`src/rtl/unified_memory_arbiter_if.sv`:
```
// Bundle of fetch, data and external memory bus signals
// around the unified memory arbiter.
interface unified_memory_arbiter_if;
    logic        fetchRequest;
    logic [31:0] fetchAddress;
    logic        fetchFlush;
    logic        fetchReady;
    logic [31:0] fetchReadData;
    logic        dataReadEnable;
    logic        dataWriteEnable;
    logic [31:0] dataAddress;
    logic [31:0] dataWriteData;
    logic [3:0]  dataByteEnable;
    logic        dataReady;
    logic [31:0] dataReadData;
    logic        memRequest;
    logic        memWrite;
    logic [31:0] memAddress;
    logic [31:0] memWriteData;
    logic [3:0]  memByteEnable;
    logic        memAcknowledge;
    logic [31:0] memReadData;
    logic        accessFault;

    modport slave (
        input  fetchRequest, fetchAddress, fetchFlush,
        input  dataReadEnable, dataWriteEnable, dataAddress,
        input  dataWriteData, dataByteEnable,
        input  memAcknowledge, memReadData,
        output fetchReady, fetchReadData,
        output dataReady, dataReadData,
        output memRequest, memWrite, memAddress,
        output memWriteData, memByteEnable, accessFault
    );

    modport master (
        output fetchRequest, fetchAddress, fetchFlush,
        output dataReadEnable, dataWriteEnable, dataAddress,
        output dataWriteData, dataByteEnable,
        output memAcknowledge, memReadData,
        input  fetchReady, fetchReadData,
        input  dataReady, dataReadData,
        input  memRequest, memWrite, memAddress,
        input  memWriteData, memByteEnable, accessFault
    );
endinterface

```
`src/rtl/unified_memory_arbiter.sv`:
```
// Fetch/data arbiter for the single external memory port.
// Optional bus timeout enabled by defining ARB_TIMEOUT_EN.
module unified_memory_arbiter #(
    parameter int STARVE_LIMIT   = 4,
    parameter int TIMEOUT_CYCLES = 64
) (
    input logic clock,
    input logic resetN,
    unified_memory_arbiter_if.slave bus
);
    typedef enum logic [1:0] {
        IDLE, FETCH, DATA, FETCH_DROP
    } state_e;

    localparam logic [3:0] LIMIT = 4'(STARVE_LIMIT);

    state_e      state_q, state_d;
    logic [3:0]  starve_q, starve_d;
    logic        mem_req_q, mem_req_d;
    logic        mem_write_q, mem_write_d;
    logic [31:0] mem_addr_q, mem_addr_d;
    logic [31:0] mem_wdata_q, mem_wdata_d;
    logic [3:0]  mem_be_q, mem_be_d;
    logic        fetch_ready_q, fetch_ready_d;
    logic [31:0] fetch_rdata_q, fetch_rdata_d;
    logic        data_ready_q, data_ready_d;
    logic [31:0] data_rdata_q, data_rdata_d;
    logic        fault_q, fault_d;
    logic        data_req, fetch_ok;
    logic        grant_fetch, grant_data;
    logic        timeout;

    assign data_req = bus.dataReadEnable | bus.dataWriteEnable;
    assign fetch_ok = bus.fetchRequest & ~bus.fetchFlush;
    // Fetch only beats a pending data access once it has been starved
    assign grant_fetch = (state_q == IDLE) & fetch_ok &
                         (~data_req | (starve_q == LIMIT));
    assign grant_data  = (state_q == IDLE) & data_req & ~grant_fetch;

`ifdef ARB_TIMEOUT_EN
    localparam int TW = $clog2(TIMEOUT_CYCLES + 1);
    logic [TW-1:0] timer_q, timer_d;

    always_comb begin
        timer_d = timer_q;
        if (grant_fetch || grant_data)
            timer_d = '0;
        else if (state_q != IDLE)
            timer_d = timer_q + TW'(1);
    end

    always_ff @(posedge clock or negedge resetN) begin
        if (!resetN) timer_q <= '0;
        else         timer_q <= timer_d;
    end

    assign timeout = (state_q != IDLE) &&
                     (timer_q == TW'(TIMEOUT_CYCLES - 1));
`else
    logic unused_timeout;
    assign unused_timeout = (TIMEOUT_CYCLES == 0);
    assign timeout = 1'b0;
`endif

    always_comb begin
        state_d       = state_q;
        mem_req_d     = mem_req_q;
        mem_write_d   = mem_write_q;
        mem_addr_d    = mem_addr_q;
        mem_wdata_d   = mem_wdata_q;
        mem_be_d      = mem_be_q;
        fetch_ready_d = 1'b0;
        fetch_rdata_d = fetch_rdata_q;
        data_ready_d  = 1'b0;
        data_rdata_d  = data_rdata_q;
        fault_d       = 1'b0;
        unique case (state_q)
            IDLE: begin
                if (grant_fetch) begin
                    state_d     = FETCH;
                    mem_req_d   = 1'b1;
                    mem_write_d = 1'b0;
                    mem_addr_d  = bus.fetchAddress;
                    mem_wdata_d = '0;
                    mem_be_d    = 4'hF;
                end else if (grant_data) begin
                    state_d     = DATA;
                    mem_req_d   = 1'b1;
                    mem_write_d = bus.dataWriteEnable;
                    mem_addr_d  = bus.dataAddress;
                    mem_wdata_d = bus.dataWriteData;
                    mem_be_d    = bus.dataWriteEnable ?
                                  bus.dataByteEnable : 4'hF;
                end
            end
            FETCH: begin
                if (bus.memAcknowledge) begin
                    state_d   = IDLE;
                    mem_req_d = 1'b0;
                    if (!bus.fetchFlush) begin
                        fetch_ready_d = 1'b1;
                        fetch_rdata_d = bus.memReadData;
                    end
                end else if (bus.fetchFlush) begin
                    state_d = FETCH_DROP;
                end else if (timeout) begin
                    state_d       = IDLE;
                    mem_req_d     = 1'b0;
                    fetch_ready_d = 1'b1;
                    fetch_rdata_d = '0;
                    fault_d       = 1'b1;
                end
            end
            DATA: begin
                if (bus.memAcknowledge) begin
                    state_d      = IDLE;
                    mem_req_d    = 1'b0;
                    data_ready_d = 1'b1;
                    if (!mem_write_q)
                        data_rdata_d = bus.memReadData;
                end else if (timeout) begin
                    state_d      = IDLE;
                    mem_req_d    = 1'b0;
                    data_ready_d = 1'b1;
                    data_rdata_d = '0;
                    fault_d      = 1'b1;
                end
            end
            FETCH_DROP: begin
                if (bus.memAcknowledge || timeout) begin
                    state_d   = IDLE;
                    mem_req_d = 1'b0;
                end
            end
            default: state_d = IDLE;
        endcase
    end

    always_comb begin
        starve_d = starve_q;
        if (!bus.fetchRequest || grant_fetch)
            starve_d = '0;
        else if (grant_data && starve_q != LIMIT)
            starve_d = starve_q + 4'd1;
    end

    always_ff @(posedge clock or negedge resetN) begin
        if (!resetN) begin
            state_q       <= IDLE;
            starve_q      <= '0;
            mem_req_q     <= 1'b0;
            mem_write_q   <= 1'b0;
            mem_addr_q    <= '0;
            mem_wdata_q   <= '0;
            mem_be_q      <= '0;
            fetch_ready_q <= 1'b0;
            fetch_rdata_q <= '0;
            data_ready_q  <= 1'b0;
            data_rdata_q  <= '0;
            fault_q       <= 1'b0;
        end else begin
            state_q       <= state_d;
            starve_q      <= starve_d;
            mem_req_q     <= mem_req_d;
            mem_write_q   <= mem_write_d;
            mem_addr_q    <= mem_addr_d;
            mem_wdata_q   <= mem_wdata_d;
            mem_be_q      <= mem_be_d;
            fetch_ready_q <= fetch_ready_d;
            fetch_rdata_q <= fetch_rdata_d;
            data_ready_q  <= data_ready_d;
            data_rdata_q  <= data_rdata_d;
            fault_q       <= fault_d;
        end
    end

    assign bus.memRequest    = mem_req_q;
    assign bus.memWrite      = mem_write_q;
    assign bus.memAddress    = mem_addr_q;
    assign bus.memWriteData  = mem_wdata_q;
    assign bus.memByteEnable = mem_be_q;
    assign bus.fetchReady    = fetch_ready_q;
    assign bus.fetchReadData = fetch_rdata_q;
    assign bus.dataReady     = data_ready_q;
    assign bus.dataReadData  = data_rdata_q;
    assign bus.accessFault   = fault_q;
endmodule

```
`src/flat_wrapper.sv`:
```
// flat-port wrapper written by rule: the top's interface ports become plain ports
module unified_memory_arbiter_flat 
#(
    parameter int STARVE_LIMIT   = 4,
    parameter int TIMEOUT_CYCLES = 64
)
  (clock, resetN, bus_fetchRequest, bus_fetchAddress, bus_fetchFlush, bus_dataReadEnable, bus_dataWriteEnable, bus_dataAddress, bus_dataWriteData, bus_dataByteEnable, bus_memAcknowledge, bus_memReadData, bus_fetchReady, bus_fetchReadData, bus_dataReady, bus_dataReadData, bus_memRequest, bus_memWrite, bus_memAddress, bus_memWriteData, bus_memByteEnable, bus_accessFault);
  unified_memory_arbiter_if bus_i ();
  input logic clock;
  input logic resetN;
  input wire logic [$bits(bus_i.fetchRequest)-1:0] bus_fetchRequest;
  input wire logic [$bits(bus_i.fetchAddress)-1:0] bus_fetchAddress;
  input wire logic [$bits(bus_i.fetchFlush)-1:0] bus_fetchFlush;
  input wire logic [$bits(bus_i.dataReadEnable)-1:0] bus_dataReadEnable;
  input wire logic [$bits(bus_i.dataWriteEnable)-1:0] bus_dataWriteEnable;
  input wire logic [$bits(bus_i.dataAddress)-1:0] bus_dataAddress;
  input wire logic [$bits(bus_i.dataWriteData)-1:0] bus_dataWriteData;
  input wire logic [$bits(bus_i.dataByteEnable)-1:0] bus_dataByteEnable;
  input wire logic [$bits(bus_i.memAcknowledge)-1:0] bus_memAcknowledge;
  input wire logic [$bits(bus_i.memReadData)-1:0] bus_memReadData;
  output wire logic [$bits(bus_i.fetchReady)-1:0] bus_fetchReady;
  output wire logic [$bits(bus_i.fetchReadData)-1:0] bus_fetchReadData;
  output wire logic [$bits(bus_i.dataReady)-1:0] bus_dataReady;
  output wire logic [$bits(bus_i.dataReadData)-1:0] bus_dataReadData;
  output wire logic [$bits(bus_i.memRequest)-1:0] bus_memRequest;
  output wire logic [$bits(bus_i.memWrite)-1:0] bus_memWrite;
  output wire logic [$bits(bus_i.memAddress)-1:0] bus_memAddress;
  output wire logic [$bits(bus_i.memWriteData)-1:0] bus_memWriteData;
  output wire logic [$bits(bus_i.memByteEnable)-1:0] bus_memByteEnable;
  output wire logic [$bits(bus_i.accessFault)-1:0] bus_accessFault;
  assign bus_i.fetchRequest = bus_fetchRequest;
  assign bus_i.fetchAddress = bus_fetchAddress;
  assign bus_i.fetchFlush = bus_fetchFlush;
  assign bus_i.dataReadEnable = bus_dataReadEnable;
  assign bus_i.dataWriteEnable = bus_dataWriteEnable;
  assign bus_i.dataAddress = bus_dataAddress;
  assign bus_i.dataWriteData = bus_dataWriteData;
  assign bus_i.dataByteEnable = bus_dataByteEnable;
  assign bus_i.memAcknowledge = bus_memAcknowledge;
  assign bus_i.memReadData = bus_memReadData;
  assign bus_fetchReady = bus_i.fetchReady;
  assign bus_fetchReadData = bus_i.fetchReadData;
  assign bus_dataReady = bus_i.dataReady;
  assign bus_dataReadData = bus_i.dataReadData;
  assign bus_memRequest = bus_i.memRequest;
  assign bus_memWrite = bus_i.memWrite;
  assign bus_memAddress = bus_i.memAddress;
  assign bus_memWriteData = bus_i.memWriteData;
  assign bus_memByteEnable = bus_i.memByteEnable;
  assign bus_accessFault = bus_i.accessFault;
  unified_memory_arbiter #(.STARVE_LIMIT(STARVE_LIMIT), .TIMEOUT_CYCLES(TIMEOUT_CYCLES)) u_core (.clock(clock), .resetN(resetN), .bus(bus_i));
endmodule
```
`config.mk`:
```
export PLATFORM = sky130hd
export DESIGN_NAME = unified_memory_arbiter_flat
export DESIGN_NICKNAME = d
export VERILOG_FILES = /design/src/rtl/unified_memory_arbiter_if.sv /design/src/rtl/unified_memory_arbiter.sv /design/src/flat_wrapper.sv
export SDC_FILE = /design/constraint.sdc
export NUM_CORES = 1
export LEC_CHECK = 0
export ABC_AREA = 0
export CAP_MARGIN = 30
export CORE_MARGIN = 8
export CORE_UTILIZATION = 37
export CTS_CLUSTER_DIAMETER = 50
export DETAILED_ROUTE_END_ITERATION = 16
export HOLD_SLACK_MARGIN = 0.12
export PLACE_DENSITY = 0.76
export SYNTH_ARGS = -nofsm -noshare
export SYNTH_HDL_FRONTEND = slang
export SYNTH_SLANG_ARGS = --single-unit
export TNS_END_PERCENT = 10
```
`constraint.sdc`:
```
create_clock -name clock -period 1.6 [get_ports clock]
set_input_delay 0.32 -clock clock [delete_from_list [all_inputs] [get_ports clock]]
set_output_delay 0.32 -clock clock [all_outputs]
set_load 0.02 [all_outputs]
```
After elaboration in Yosys (flattened, before gate mapping). Index checks and enable logic that the tools add are counted.

Add/subtract/negate cells: 1. Multipliers: 0. Div/mod/pow operators: 0. $lt $le $gt $ge: 0. Equality and inequality tests: 9. Shifts and indexed selects: 0. Multiplexer cells: 26. Bitwise gates (word level): 11. Reduce and logical (&&, ||, !) cells: 13.

Operators with widths (number): two-way mux 32 bit (4); two-way mux 4 bit (5); two-way mux 1 bit (10); two-way mux 2 bit (5); AND reduction 3 bit (3); case mux 2 bit (3 select lines) (1); bitwise AND 1 bit (5); adder 4 x 1 -> 4 bit (second input constant) (1); equality test 2 bit (second input constant) (2); equality test 4 x 3 -> 1 bit (second input constant) (1); != test 2 x 1 -> 1 bit (second input constant) (2); != test 4 x 3 -> 1 bit (second input constant) (1); NOT 1 bit (4); AND reduction 2 bit (2); nonzero test 2 bit (2); != test 3 x 1 -> 1 bit (second input constant) (1); != test 3 bit (second input constant) (1); OR reduction 3 bit (1); equality test 2 x 1 -> 1 bit (second input constant) (1); zero test 2 bit (1); OR 1 bit (2); case mux 1 bit (2 select lines) (1); OR reduction 2 bit (1); logical AND 1 bit (1); other kinds (2) (2).

Register bits: 142. Bits in latches: 0. Bits in writable memories: 0. Bits in read-only memories: 0. Bits of input ports: 139. Output and inout port bits: 137. Memories: 0.

Longest topological paths before layout. Gate-level depths: netlist of the first run.

Depth after elaboration: 9. Gate-level depth with buffers: 8.

Least setup slack after synthesis of the first run. No wires, ideal clock.

Kind: flip-flop to flip-flop. From: register u_core.starve_q[0]. To: register u_core.mem_addr_q[6], in the netlist u_core.bus.memAddress[6]. Arrival time: 1565 ps. Slack: -91 ps. Stages on the path, launching flop included: 8. Path buffers: 2. Cell sequence: dfrtp_1 -> inv_1 -> ha_1 -> and3b_1 -> buf_2 -> clkbuf_1 -> o211a_1 -> a221o_1.

Longest elaborated chain between the ends: 7.

Ends and longest elaborated chain: start, declared (RTL line unified_memory_arbiter.sv:18) `logic [3:0] starve_q, starve_d;`; start signal, assigned (RTL line unified_memory_arbiter.sv:163) `starve_q <= starve_d;`; equality test 4 x 3 -> 1 bit * (RTL line unified_memory_arbiter.sv:37) `(~data_req | (starve_q == LIMIT));`; OR 1 bit * (RTL line unified_memory_arbiter.sv:37); bitwise AND 1 bit * (RTL line unified_memory_arbiter.sv:36) `assign grant_fetch = (state_q == IDLE) & fetch_ok &`; NOT 1 bit (RTL line unified_memory_arbiter.sv:38) `assign grant_data = (state_q == IDLE) & data_req & ~grant_fetch;`; bitwise AND 1 bit (RTL line unified_memory_arbiter.sv:38); nonzero test 2 bit (no line); AND reduction 2 bit (no line); end signal, assigned (RTL line unified_memory_arbiter.sv:166) `mem_addr_q <= mem_addr_d;`; end, declared (RTL line unified_memory_arbiter.sv:21) `logic [31:0] mem_addr_q, mem_addr_d;`.

Mark *: on every way between the ends. The rest lies on a longest branch, timed or not. A chain may end at the register's enable or synchronous reset.

Worst setup path in the final report of the first run.
From: register u_core.starve_q[0]. To: register u_core.mem_addr_q[4], in the netlist u_core.bus.memAddress[4].

Same word-level chain as after synthesis.

==> out/qor.yml, run 1 <==
drt:
  ant_nets: 0
  drtPass1Iterations: 4
  post_drt_wl_per_cell_um: 21.1
  via_per_inst: 5.06
  drt_iter0_markers: 243
  routed_wl_um: 19400
  drc: 0
  dr_total_vias: 4659
floorplanning:
  coreArea_um2: 15800
  die_w_um: 143
  die_h_um: 143
  io_pins: 276
  die_area_um2: 20400
  rows: 46
  start_util: 0.376
worst_setup_path:
  critPathLaunchType: "flip-flop"
  critPathArrivalTime_ns: 1.94
  crit_fanout: 7
  cp.required_ns: 1.89
  worstSetupEndpointType: "flip-flop"
  r2r_cells: 7
  critPathKind: "reg2reg"
grt:
  grt_max_degree: 68
  grtUsageTotal: 0.183
  first_global_vias: 5186
  antenna_found_initial: 1
  grt_pass1_wl_um: 29300
  gr-total-overflow: 0
synth:
  avgSynthCellArea_um2: 15.4
  syn_nets: 526
  synth-main-ff-cell: "dfrtp_1"
  ys_warn_count: 0
  synth_enable_flop_cells: 0
  synthCells: 385
  syn_area_um2: 5950
  yosysUniqueCellTypes: 46
  synth_seq_cells: 142
  async_flop_share: 1.00
  yosysSeqAreaShare: 0.597
sta:
  hold_viol_final: 0
  fin_ws_ns: -0.0528
  setup_viol: 65
  fmax_mhz: 605
  rsz0062_at_grt: "true"
  tns_ns: -2.08
  slew_viol_final: 0
  clock_skew_ns: 0.00776
  layout_min_cycle_time_ns: 1.65
  min_period_over_period: 1.03
outcome:
  status: "finished, violations left"
  failed_checks: "setup timing"
place:
  gp_congestion: 0.800
  io_buffers: 274
  dpl.hpwl_um: 14000
finish:
  drive_above_1_share: 0.217
  area_growth_syn_to_layout_pct: 63.8
  diodes: 0
  nets: 833
  n_fill_cell: 1270
min_path:
  hp-class: "in2async"
pwr:
  p_leak_nw: 4.95
  p_per_area_nw_per_um2: 1860
  p_total_w: 0.0181
  vdd_ir_drop_max_uv: 781
cts:
  worstSkewPairLatency_ns: 0.41
  clkSlewWorstSetupHoldPaths_ns: 0.06
  htreeDepth: 4
  clock_sinks: 142
  numCtsBuffers: 17
  cts_root_buf: "clkbuf_16"
  cts_max_path_buffers: 2
  cts_tree: "done"
run:
  maxCapViolations: 0
-- cell families after synthesis --
kind of cell             after synthesis  share of synthesized area
AND/OR/NAND/NOR                       19                     0.0263
buffers and inverters                 38                     0.0456
multiplexers                          65                      0.142
other                                  1                   0.000630
flip-flops                           142                      0.597
AO/OA/AOI/OAI                        118                      0.184
adder cells (fa/ha/maj)                2                    0.00421
-- cell usage in the layout (no fill, tap or decap), drive strengths merged, types with 3 or more instances in the layout --
cell and instances:
clkbuf 21, bufinv 5, a221o 32, dfrtp 142, o211a 32, clkdlybuf4s50 137
mux2 64, a211oi 3, o22a 4, buf 45, dlygate4sd2 136, inv 6
clkinv 6, a22o 32, a21oi 3
-- synth_stat cells, types with 2 or more instances --
library cell	number	area share
nand4_1	2	0.0021
a21oi_1	3	0.0025
nor4b_4	2	0.0080
a221o_1	32	0.054
and3b_1	2	0.0029
buf_12	3	0.010
buf_6	7	0.013
o31ai_1	2	0.0025
a22o_1	32	0.047
o22a_1	4	0.0059
o211a_1	32	0.054
nand3_1	2	0.0017
mux2_4	30	0.076
clkbuf_1	11	0.0069
inv_1	5	0.0032
buf_4	5	0.0063
ha_1	2	0.0042
dfrtp_1	142	0.60
a211oi_1	2	0.0025
buf_2	7	0.0059
mux2_2	33	0.062
-- critical path: stages, from the launching register on --
cell and delay (ns):
dfrtp_1 0.39, inv_2 0.08, ha_4 0.12, and3b_2 0.24
a211oi_4 0.08, buf_12 0.16, clkbuf_16 0.16, a221o_1 0.30
-- stage by stage --
| step | hold slack [ns] | std cells | setup slack (ns) | util | cell area [um^2] |
|---|---|---|---|---|---|
| 2_1_floorplan | 0.0244 | 385 | -0.0458 | - | 5980 |
| 3_3_place_gp | 0.197 | 881 | -0.338 | 0.577 | 9130 |
| 3_5_place_dp | 0.202 | 881 | -0.394 | 0.577 | 9130 |
| 4_1_cts | 0.332 | 914 | -0.0798 | 0.608 | 9620 |
| 5_1_grt | 0.353 | 921 | -0.129 | 0.616 | 9750 |
| 6_report | 0.338 | 921 | -0.0528 | 0.616 | 9750 |
-- cell type report --
| class | instances | area [um^2] | area share |
|---|---|---|---|
| inverter | 5 | 18.8 | 0.00193 |
| multi-input combinational | 205 | 2150 | 0.220 |
| sequential | 142 | 3560 | 0.365 |
| tap | 216 | 270 | 0.0277 |
| clock buffer | 19 | 433 | 0.0444 |
| timing repair buffer | 321 | 3110 | 0.319 |
| clock inverter | 13 | 214 | 0.0220 |
-- where the power goes --
group / switching, W / internal [W] / leakage [nW] / total (W)
registers: 0.000883 / 0.00513 / 1.76 / 0.00601
logic: 0.00411 / 0.00370 / 2.88 / 0.00781
clock network: 0.00153 / 0.00278 / 0.313 / 0.00431
total: 0.00652 / 0.0116 / 4.95 / 0.0181
-- per-layer routing --
| layer | wire length [um] | vias to the layer above | GRT usage |
|---|---|---|---|
| met1 | 7390 | 2333 | 0.199 |
| met5 | 13 | - | 0 |
| met3 | 1750 | 25 | 0.0698 |
| li1 | - | 2106 | - |
| met2 | 9970 | 193 | 0.320 |
| met4 | 323 | 2 | 0.0615 |
-- sequential cells by signal (all words and copies together), names as in the netlist --
register and cells:
u_core.bus.fetchReady 1, u_core.bus.memRequest 1, u_core.bus.dataReadData 32, u_core.bus.memWrite 1
u_core.bus.memAddress 32, u_core.state_q 2, u_core.bus.fetchReadData 32, u_core.bus.memWriteData 32
u_core.starve_q 4, u_core.bus.memByteEnable 4, u_core.bus.dataReady 1
-- worst paths after layout --
path                                                         startpoint                                      end  slack, ns
worst max-delay path                     u_core.starve_q[0]$_DFFE_PN0P_     u_core.bus.memAddress[4]$_DFFE_PN0P_      -0.05
worst min-delay path                                             resetN  u_core.bus.dataReadData[19]$_DFFE_PN0P_       0.34
worst max register to register           u_core.starve_q[0]$_DFFE_PN0P_     u_core.bus.memAddress[4]$_DFFE_PN0P_      -0.05
worst min register to register  u_core.bus.fetchReadData[4]$_DFFE_PN0P_  u_core.bus.fetchReadData[4]$_DFFE_PN0P_       0.50
max in group asynchronous                                        resetN  u_core.bus.memWriteData[11]$_DFFE_PN0P_       0.62
min in group clock              u_core.bus.fetchReadData[4]$_DFFE_PN0P_  u_core.bus.fetchReadData[4]$_DFFE_PN0P_       0.50
-- repair_timing --
item	4_1_cts	5_1_grt
pin swaps	23	14
resized for setup	138	10
cloned	0	5
hold buffers	1	0
endpoints found under the setup margin	195	103
hold endpoints to repair	75	0
setup buffers	0	5
(Power assumes the default switching activity.)
==> run 2, diff against run 1 <==
TNS_END_PERCENT = 1   (was 10)
==> out/qor.yml, run 2 (synthesis results as in run 1) <==
pwr:
  p_clk_frac: 0.238
  vdd_ir_drop_max_uv: 781
  p_leak_nw: 4.94
  p_sw_w: 0.00650
  p_per_area_nw_per_um2: 1860
  switching_share: 0.360
  share_seq_of_total_power: 0.333
  p_total_w: 0.0181
  power.share.combinational: 0.429
  intPower_w: 0.0116
sta:
  clock_skew_ns: 0.00798
  rsz0062_at_grt: "true"
  fin_hold_ws_ns: 0.336
  slew_viol_final: 0
  setup_viol: 65
  tns_ns: -2.54
  fmax_mhz: 599
  fin_ws_ns: -0.0695
  min_period_over_period: 1.04
  layout_min_cycle_time_ns: 1.67
  hold_viol_final: 0
cts:
  clock_sinks: 142
  cts_max_path_buffers: 2
  htreeDepth: 4
  numCtsBuffers: 17
  cts_root_buf: "clkbuf_16"
  worstSkewPairLatency_ns: 0.41
  clkSlewWorstSetupHoldPaths_ns: 0.06
  cts_tree: "done"
floorplanning:
  die_w_um: 143
  start_util: 0.376
  die_area_um2: 20400
  die_h_um: 143
  coreArea_um2: 15800
  rows: 46
  io_pins: 276
finish:
  final_common_cell: "dfrtp_1"
  final_cells: 919
  drive_above_1_share: 0.215
  layout_common_cells: "140 x dfrtp_1, 137 x clkdlybuf4s50_1, 136 x dlygate4sd2_1, 33 x mux2_2"
  diodes: 0
  nets: 831
  area_growth_syn_to_layout_pct: 63.4
worst_setup_path:
  critPathKind: "reg2reg"
  crit_slowest_cell: "dfrtp_1"
  r2r_cells: 7
  critPathArrivalTime_ns: 2.01
  cp.required_ns: 1.94
  crit_fanout: 14
  max_stage_delay_ns: 0.36
  worstSetupEndpointType: "flip-flop"
  critPathLaunchType: "flip-flop"
  path_cells: "inv_2 -> ha_4 -> and3b_2 -> a211oi_4 -> buf_12 -> clkbuf_16 -> a22o_1"
outcome:
  status: "finished, violations left"
  failed_checks: "setup timing"
drt:
  post_drt_wl_per_cell_um: 21.1
  drt_iter0_markers: 233
  via_per_inst: 5.08
  ant_nets: 0
  dr_total_vias: 4669
  drc: 0
  drtPass1Iterations: 4
  routed_wl_um: 19400
grt:
  grtUsageTotal: 0.183
  grt_pass1_wl_um: 29300
  antenna_found_initial: 1
  grt_max_degree: 68
  gr-total-overflow: 0
  first_global_vias: 5186
place:
  io_buffers: 274
  gp_congestion: 0.800
  dp.cells: 881
  dpl.hpwl_um: 14000
min_path:
  hp-class: "in2async"
run:
  maxCapViolations: 0
-- run 2: cell count changes in the layout (fill, tap and decap cells not counted) --
cell and change:
buf_8 -1, buf_6 -1
-- run 2: critical path, delay by kind of cell, from the launching register on --
kind | cells | cell delay [ns]
adder cells (fa/ha/maj) | 1 | 0.15
AO/OA/AOI/OAI | 2 | 0.45
AND/OR/NAND/NOR | 1 | 0.23
flip-flops | 1 | 0.36
buffers and inverters | 3 | 0.41
-- run 2: final timing paths --
path	endpoint	startpoint	slack (ns)
setup reg to reg	u_core.bus.memWriteData[7]$_DFFE_PN0P_	u_core.starve_q[0]$_DFFE_PN0P_	-0.07
max in group asynchronous	u_core.bus.memWriteData[11]$_DFFE_PN0P_	resetN	0.62
setup / recovery	u_core.bus.memWriteData[7]$_DFFE_PN0P_	u_core.starve_q[0]$_DFFE_PN0P_	-0.07
min in group clock	u_core.bus.fetchReadData[4]$_DFFE_PN0P_	u_core.bus.fetchReadData[4]$_DFFE_PN0P_	0.50
hold reg to reg	u_core.bus.fetchReadData[4]$_DFFE_PN0P_	u_core.bus.fetchReadData[4]$_DFFE_PN0P_	0.50
hold / removal	u_core.bus.dataReadData[19]$_DFFE_PN0P_	resetN	0.34
-- run 2: power groups by stage --
stage / sequential (W) / combinational (W) / clock [W]
2_1_floorplan: 0.00787 / 0.00244 / 0
3_3_place_gp: 0.00606 / 0.00848 / 0
3_5_place_dp: 0.00610 / 0.00870 / 0
4_1_cts: 0.00603 / 0.00765 / 0.00440
5_1_grt: 0.00621 / 0.00820 / 0.00455
6_report: 0.00602 / 0.00777 / 0.00431
-- run 2: cell type report --
cell class              count  area, um^2
fillers                  1268        6110
flip-flops and latches    142        3560
repair buffers            319        3080
multi-input cells         205        2150
clock buffers              19         433
well taps                 216         270
clock inverters            13         214
inverters                   5        18.8
-- run 2: metrics by stage --
step	utilization	instance area (um^2)	worst slack [ns]
after floorplan	-	5980	-0.0458
after global placement	0.577	9130	-0.338
after detailed placement	0.577	9130	-0.394
after CTS	0.608	9620	-0.0798
after global routing	0.614	9720	-0.152
final	0.614	9720	-0.0695
-- run 2: layer usage --
metal  routed length [um]  part of all wire  up-vias  track usage
met5                   13           0.00067        -            0
met4                  325             0.017        2       0.0615
met3                 1760             0.091       26       0.0698
met2                 9940              0.51      196        0.320
met1                 7330              0.38     2342        0.199
li1                     -                 -     2103            -
-- run 2: timing repair --
item	CTS	global route
hold buffers	1	0
gates resized for setup	138	8
endpoints found under the hold margin	75	0
pin swaps	23	16
buffers inserted	0	3
endpoints found under the setup margin	195	103
cloned	0	4
==> run 3, diff against run 2 <==
CAP_MARGIN = not set   (was 30)
CORE_UTILIZATION = 50   (was 37)
DONT_BUFFER_PORTS = 1   (was not set)
PLACE_DENSITY = 0.68   (was 0.76)
==> out/qor.yml, run 3 (synthesis results as in run 1) <==
finish:
  diodes: 0
  layout_common_cells: "140 x dfrtp_1, 103 x dlygate4sd3_1"
  final_cells: 661
  final_common_cell: "dfrtp_1"
  fin_area_um2: 7880
  area_growth_syn_to_layout_pct: 32.5
  nets: 642
  drive_above_1_share: 0.265
  post-route-util: 0.667
worst_setup_path:
  cp.required_ns: 1.95
  critPathArrivalTime_ns: 1.98
  crit_fanout: 37
  r2r_cells: 6
  critPathKind: "reg2reg"
  path_cells: "inv_2 -> ha_4 -> and3b_2 -> a211oi_4 -> buf_12 -> a221o_1"
  crit-reg2reg-launch: "u_core.starve_q[0]$_DFFE_PN0P_"
  crit_start: "u_core.starve_q[0]$_DFFE_PN0P_"
  cp_num_buf_inv: 2
  worstSetupEndpointType: "flip-flop"
  crit_slowest_cell: "dfrtp_1"
  critPathLaunchType: "flip-flop"
  r2r_end: "u_core.bus.memAddress[12]$_DFFE_PN0P_"
  max_stage_delay_ns: 0.36
  crit_cells: 6
  worst-r2r-setup-slack_ns: -0.04
  critPathTopFamily: "compound AO/OA/AOI/OAI gates"
floorplanning:
  rows: 40
  io_pins: 276
  die_area_um2: 15600
  coreArea_um2: 11800
  die_w_um: 125
  die_h_um: 125
  start_util: 0.504
pwr:
  vdd_ir_drop_max_uv: 982
  p_leak_nw: 3.89
  p_per_area_nw_per_um2: 2010
place:
  dp.cells: 526
  dpl.hpwl_um: 10800
  post-place-ws_ns: -0.0521
  placed_cell_area_um2: 6180
  gp_congestion: 0.790
  io_buffers: 0
sta:
  slew_viol_final: 0
  fin_hold_ws_ns: -0.402
  min_period_over_period: 1.02
  fin_ws_ns: -0.0363
  clock_skew_ns: 0.00575
  layout_min_cycle_time_ns: 1.64
  hold_viol_final: 142
  setup_viol: 37
  rsz0062_at_grt: "true"
  fmax_mhz: 611
cts:
  cts_root_buf: "clkbuf_16"
  cts_tree: "done"
  cts_max_path_buffers: 2
  clock_sinks: 142
  htreeDepth: 4
  clkSlewWorstSetupHoldPaths_ns: 0.06
  worstSkewPairLatency_ns: 0.42
  holdBufCountCts: 103
  numCtsBuffers: 17
  cts_setup_buffers: 0
grt:
  gr-total-overflow: 0
  grt_pass1_wl_um: 26700
  grt_max_degree: 143
  antenna_found_initial: 0
  first_global_vias: 4406
  grtUsageTotal: 0.218
drt:
  routed_wl_um: 17100
  post_drt_wl_per_cell_um: 25.9
  ant_nets: 0
  drc: 0
  drt_iter0_markers: 271
  drtPass1Iterations: 4
  dr_total_vias: 4013
  via_per_inst: 6.07
run:
  maxCapViolations: 0
min_path:
  hp-class: "in2async"
outcome:
  status: "finished, violations left"
  failed_checks: "hold timing, setup timing"
## run 3: cell count changes in the layout (fill, tap and decap cells not counted), sizes merged
cell           change
inv                -1
buf               -16
dlygate4sd2      -136
bufinv             -1
dlygate4sd3      +102
clkdlybuf4s50    -137
## run 3: worst reg2reg max path, cell delays in order (launching register included)
cell	delay, ns
dfrtp_1	0.36
inv_2	0.06
ha_4	0.15
and3b_2	0.23
a211oi_4	0.33
buf_12	0.25
a221o_1	0.19
## run 3: where the power goes
part           total [W]  switching [W]  internal, W
logic            0.00322        0.00122      0.00200
registers        0.00838        0.00326      0.00512
clock network    0.00424        0.00148      0.00276
## run 3: how the worst max path moves through the flow
stage                                                  to
detailed placement  u_core.bus.memAddress[27]$_DFFE_PN0P_
finish              u_core.bus.memAddress[12]$_DFFE_PN0P_
CTS                 u_core.bus.memAddress[24]$_DFFE_PN0P_
global placement    u_core.bus.memAddress[27]$_DFFE_PN0P_
floorplan            u_core.bus.memAddress[0]$_DFFE_PN0P_
global route        u_core.bus.memAddress[12]$_DFFE_PN0P_
## run 3: layout make-up
| cell class | instances | area [um^2] |
|---|---|---|
| inverters | 5 | 18.8 |
| well taps | 147 | 184 |
| clock inverters | 11 | 161 |
| multi-input cells | 205 | 2160 |
| fillers | 780 | 3930 |
| flip-flops and latches | 142 | 3560 |
| repair buffers | 130 | 1320 |
| clock buffers | 21 | 480 |
## run 3: repair_timing
item,CTS,global route
endpoints found under the hold margin,280,142
pin swaps,0,39
resized for setup,2,9
setup endpoints to repair,66,97
## run 3: metrics by stage
step / setup TNS [ns] / total power [W]
after floorplan: -0.973 / 0.0103
after global placement: -0.0215 / 0.0111
after detailed placement: -1.04 / 0.0113
after CTS: -2.59 / 0.0158
after global routing: -3.04 / 0.0165
final: -0.559 / 0.0158
## run 3: layer usage
metal | GRT usage | vias to the layer above | routed length [um]
li1 | - | 1712 | -
met1 | 0.235 | 2041 | 6200
met2 | 0.366 | 236 | 8730
met3 | 0.106 | 24 | 1900
met4 | 0.0745 | 0 | 285
met5 | 0 | - | 0
